$ cat src/rtl/mem_req_ctrl.sv
// Memory-stage data SRAM request controller: one outstanding request, flush-safe discard of late responses.
// Build option MEM_RDATA_BYPASS_EN: loads complete combinationally in the data_ok cycle, skipping DONE.
module mem_req_ctrl (
  input  logic        clk,
  input  logic        rst,
  input  logic        ex_valid,
  input  logic        ex_mem_re,
  input  logic        ex_mem_we,
  input  logic        ex_ex_ale,
  input  logic [31:0] ex_addr,
  input  logic [31:0] ex_wdata,
  input  logic [1:0]  ex_size,
  input  logic [3:0]  ex_wstrb,
  input  logic        flush,
  output logic        data_sram_req,
  output logic        data_sram_wr,
  output logic [1:0]  data_sram_size,
  output logic [3:0]  data_sram_wstrb,
  output logic [31:0] data_sram_addr,
  output logic [31:0] data_sram_wdata,
  input  logic        data_sram_addr_ok,
  input  logic        data_sram_data_ok,
  input  logic [31:0] data_sram_rdata,
  output logic        mem_allowin,
  output logic        mem_ready_go,
  output logic [31:0] mem_dram_rdata
);

  typedef enum logic [1:0] {IDLE, REQ, WAIT, DONE} state_t;

  state_t      state_reg, state_next;
  logic        discard_reg, discard_next;
  logic        wr_reg, wr_next;
  logic [1:0]  size_reg, size_next;
  logic [3:0]  wstrb_reg, wstrb_next;
  logic [31:0] addr_reg, addr_next;
  logic [31:0] wdata_reg, wdata_next;
  logic [31:0] rdata_reg, rdata_next;
  logic        needs_bus;
`ifdef MEM_RDATA_BYPASS_EN
  logic        bypass_hit;
`endif

  // Misaligned accesses never reach the bus; they retire through DONE like ALU ops.
  assign needs_bus = (ex_mem_re | ex_mem_we) & ~ex_ex_ale;

  always_comb begin
    state_next   = state_reg;
    discard_next = discard_reg;
    wr_next      = wr_reg;
    size_next    = size_reg;
    wstrb_next   = wstrb_reg;
    addr_next    = addr_reg;
    wdata_next   = wdata_reg;
    rdata_next   = rdata_reg;
    mem_allowin  = 1'b0;
    mem_ready_go = 1'b0;
`ifdef MEM_RDATA_BYPASS_EN
    bypass_hit   = 1'b0;
`endif
    case (state_reg)
      IDLE, DONE: begin
        mem_allowin  = ~flush;
        mem_ready_go = (state_reg == DONE) & ~flush;
        if (flush) begin
          state_next = IDLE;
        end else if (ex_valid) begin
          state_next = needs_bus ? REQ : DONE;
          wr_next    = ex_mem_we;
          size_next  = ex_size;
          wstrb_next = ex_wstrb;
          addr_next  = ex_addr;
          wdata_next = ex_wdata;
        end else begin
          state_next = IDLE;
        end
      end
      REQ: begin
        // A request already on the bus cannot be retracted; mark it so its response is dropped.
        if (flush) begin
          discard_next = 1'b1;
        end
        if (data_sram_addr_ok) begin
          state_next = WAIT;
        end
      end
      WAIT: begin
        if (flush) begin
          discard_next = 1'b1;
        end
        if (data_sram_data_ok) begin
          if (discard_reg | flush) begin
            discard_next = 1'b0;
            state_next   = IDLE;
          end else begin
            rdata_next = data_sram_rdata;
`ifdef MEM_RDATA_BYPASS_EN
            bypass_hit   = 1'b1;
            mem_ready_go = 1'b1;
            state_next   = IDLE;
`else
            state_next   = DONE;
`endif
          end
        end
      end
      default: state_next = IDLE;
    endcase
  end

  always_ff @(posedge clk) begin
    if (rst) begin
      state_reg   <= IDLE;
      discard_reg <= 1'b0;
      wr_reg      <= 1'b0;
      size_reg    <= 2'd0;
      wstrb_reg   <= 4'd0;
      addr_reg    <= 32'd0;
      wdata_reg   <= 32'd0;
      rdata_reg   <= 32'd0;
    end else begin
      state_reg   <= state_next;
      discard_reg <= discard_next;
      wr_reg      <= wr_next;
      size_reg    <= size_next;
      wstrb_reg   <= wstrb_next;
      addr_reg    <= addr_next;
      wdata_reg   <= wdata_next;
      rdata_reg   <= rdata_next;
    end
  end

  assign data_sram_req   = (state_reg == REQ);
  assign data_sram_wr    = wr_reg;
  assign data_sram_size  = size_reg;
  assign data_sram_wstrb = wstrb_reg;
  assign data_sram_addr  = addr_reg;
  assign data_sram_wdata = wdata_reg;

`ifdef MEM_RDATA_BYPASS_EN
  assign mem_dram_rdata = bypass_hit ? data_sram_rdata : rdata_reg;
`else
  assign mem_dram_rdata = rdata_reg;
`endif

endmodule

$ cat config.mk
export PLATFORM = sky130hd
export DESIGN_NAME = mem_req_ctrl
export DESIGN_NICKNAME = d
export VERILOG_FILES = /design/src/rtl/mem_req_ctrl.sv
export SDC_FILE = /design/constraint.sdc
export NUM_CORES = 1
export LEC_CHECK = 0
export CAP_MARGIN = 30
export CORE_MARGIN = 5
export CORE_UTILIZATION = 38
export CTS_CLUSTER_DIAMETER = 120
export DETAILED_ROUTE_END_ITERATION = 10
export PLACE_DENSITY = 0.86
export SETUP_SLACK_MARGIN = 0.5
export SYNTH_ARGS = -nofsm -noshare
export SYNTH_HDL_FRONTEND = slang
export SYNTH_SLANG_ARGS = --single-unit
$ cat constraint.sdc
create_clock -name clk -period 2.2 [get_ports clk]
set_input_delay 0.22 -clock clk [delete_from_list [all_inputs] [get_ports clk]]
set_output_delay 0.22 -clock clk [all_outputs]
set_load 0.1 [all_outputs]
==> summary.md <==
| Metric | Value |
|---|---|
| Final period utilization | `73.4%` |
| Worst setup SP type | `flip-flop` |
| Most used cell along the critical path | `buf_12` |
| Via count | `3,900` |
| Logic pwr share | `31.9%` |
| Row count | `36` |
| Clk_lat worst skew | `0.35 ns` |
| Register area share after synthesis | `55.0%` |
| Launch point of the worst reg-to-reg path | `state_reg[1]` |
| Final setup viols | `0` |
| Starting Density | `39.3%` |
| Chip Height | `111 um` |
| Number of hold violations in the final report | `0` |
| Sw frac | `36.4%` |
| CTS max path bufs | `2` |
| Dominant synthesized flop cell | `dfxtp_1` |
| Unrepaired setup endpoints after global routing | `yes` |
| Post-Route WL | `11.8 mm` |
| Sw Pwr | `1750 uW` |
| DRT antenna net count | `0` |
| Initial antenna violation count | `0` |
| TritonCTS buffer count | `9` |
| Layout cells sized above 1 | `21.1%` |
| Fin Setup TNS | `0 ns` |
| RR Endpoint | `data_sram_wdata[30]` |
| Mean number of vias per cell | `4.76` |
| Net Count, Synth | `592` |
| Design Area, Final | `6170 sq um` |
| Count leader, synth | `nand2_1` |
| DP Wirelength | `8.69 mm` |
| Root Driver | `clkbuf_8` |
| Worst min-delay path category | `in -> reg` |
| Main area contributors after synthesis | `dfxtp_1, nand2_1, a21oi_1` |
| Clock Skews | `0.0172 ns` |
| Clock tree from TritonCTS | `yes` |
| Status | `complete, no violations` |
| TritonRoute pass-1 iters | `4` |
| FMAX | `0.619 GHz` |
| Number of max-cap violations | `0` |
| Die W | `111 um` |
| Hold Crit Endpoint | `mem_dram_rdata[24]` |
| Area share of the largest cell type after synthesis | `55.0%` |
| Setup CP Type | `reg -> reg` |
| # nets final | `797` |
| Final min period | `1.61 ns` |
| Int Pwr | `3060 uW` |
| Total track usage | `18.3%` |
| Final core utilization | `62.9%` |
| Hold depth | `2` |
| First-pass GRT wire length | `18.7 mm` |
| Netlist Area Pre-Place | `3860 sq um` |
| Most frequent cells after synthesis | `nand2_1, a21oi_1, dfxtp_1` |
| Clk pwr share | `24.8%` |
| Gate Count Post-Synth | `477` |
| # hold bufs at CTS | `0` |
| Port bufs | `216` |
| Req. time, crit path | `2.47 ns` |
| Largest net degree at the start of global routing | `59` |
| Setup slack, reg-to-reg | `0.59 ns` |
| Total core area | `9820 sq um` |
| Slew @ Worst Pin | `0.522 ns` |
| Die ar. | `12,300 sq um` |
| Worst IR Drop VDD | `0.392 mV` |
| Final worst slack | `0.586 ns` |
| GRT Residual Overflow | `0` |
| Ports | `217` |
| Area Growth Syn to Fin | `59.9%` |
| Initial detailed-routing violation count | `222` |
| Sequential share of power | `43.3%` |
| LEAKAGE | `0.00244 uW` |
| Placed cell area | `5810 sq um` |
| Slowest CP cell | `dfxtp_4` |
| WP data arrival | `1.89 ns` |
| Finished Layout Cells | `819` |
| CP Capture Type | `flip-flop` |
| CP max FO | `16` |
| ANT cells | `0` |
| R2R cell count | `8` |
| Worst rel slew slack | `65.2%` |
| Post-synth top area cell | `dfxtp_1` |
| FFs w/ async S/R, synth | `0%` |
| Final Slew Violations | `0` |
| CP Cell Sequence | `inv_2 > ha_4 > nor3b_4 > buf_6 > buf_12 > buf_12 > nand2_1 > a21oi_1` |
| Routed wire per std cell | `14.4 um` |
| Number of synthesized flops with an enable pin | `0` |
| Max H-tree Level | `3` |
| DRC | `0` |
| Place WS | `0.228 ns` |
| YS warnings | `0` |
| CP max stage delay | `0.37 ns` |
| Clock sink count | `106` |
| HP Start | `rst` |
| Register bit total from synthesis | `106` |
| DP Cell Count | `798` |
| Unique masters post-synth | `19` |
| Vias in the first global route | `3,766` |
| Mean Syn Cell Area | `8.09 sq um` |
| Pwr dens | `779 nW/um^2` |
| Clock transition at path regs | `0.09 ns` |
| Gpl congestion | `0.818` |
timing repair:
action,CTS,global route
pin swaps,1,3
hold endpoints to repair,0,0
buffers inserted,1,4
gates resized for setup,15,6
endpoints found under the setup margin,74,56
gates cloned,1,0
logic make-up (layout without fill, tap and decap cells):
| group | count (synthesis) | in the layout | share of synthesized area, % |
|---|---|---|---|
| adders and majority gates | 4 | 4 | 1.30 |
| DFF | 106 | 106 | 55.0 |
| buffers and inverters | 38 | 247 | 6.81 |
| AOI/OAI and AO/OA | 111 | 111 | 14.7 |
| and+or+nand+nor | 218 | 218 | 22.2 |
worst max path at each step:
| stage | cells past startpoint | startpoint | to | slack, ns |
|---|---|---|---|---|
| 6_report | 8 | state_reg[1] | data_sram_wdata[30] | 0.59 |
| 5_1_grt | 7 | state_reg[1] | state_reg[0] | 0.48 |
| 4_1_cts | 6 | state_reg[0] | data_sram_wdata[28] | 0.56 |
| 3_5_place_dp | 6 | state_reg[0] | data_sram_addr[24] | 0.23 |
| 3_3_place_gp | 6 | state_reg[0] | data_sram_addr[20] | 0.32 |
| 2_1_floorplan | 3 | state_reg[0] | mem_allowin | 0.39 |
per-stage QoR:
step                      hold WS [ns]  power [uW]
after floorplan                  0.339        3160
after global placement           0.442        3560
after detailed placement         0.447        3590
after CTS                        0.331        4820
after global routing             0.353        5010
final                            0.337        4810
worst max-delay path, delay by kind of cell, from the launching register on:
family | cells | cell delay [ns]
compound gates | 1 | 0.14
fa+ha+maj | 1 | 0.28
buf+inv | 4 | 0.47
flops | 1 | 0.37
simple gates | 2 | 0.29
power groups by stage:
stage	clock [uW]	sequential, uW	combinational, uW
2_1_floorplan	0	2810	349
3_3_place_gp	0	2120	1440
3_5_place_dp	0	2130	1460
4_1_cts	1230	2080	1510
5_1_grt	1310	2100	1600
6_report	1190	2080	1530
layout make-up:
cell class / instances / area [sq um]
Multi-Input combinational cell: 333 / 1530
Sequential cell: 106 / 2130
Inverter: 2 / 7.51
Clock inverter: 4 / 51.3
Fill cell: 860 / 3650
Timing Repair Buffer: 230 / 2150
Clock buffer: 11 / 141
Tap cell: 133 / 166
metal layers:
metal	up-vias	routed length (um)	share of wire (%)	global-route usage, %
li1	1941	-	-	-
met1	1775	4420	38	20.1
met2	158	6010	51	32.3
met3	26	998	8.5	6.22
met4	0	336	2.9	7.31
met5	-	0	0	0
cell usage in the layout (no fill, tap or decap), drive strengths merged, types with 2 or more instances in the layout:
master,instances
inv,3
dfxtp,106
a21oi,107
a311oi,3
nand2,206
ha,4
clkdlybuf4s50,109
nand2b,2
buf,121
clkbuf,11
nor4bb,2
nor2,3
Power figures use the tool's default switching activity.
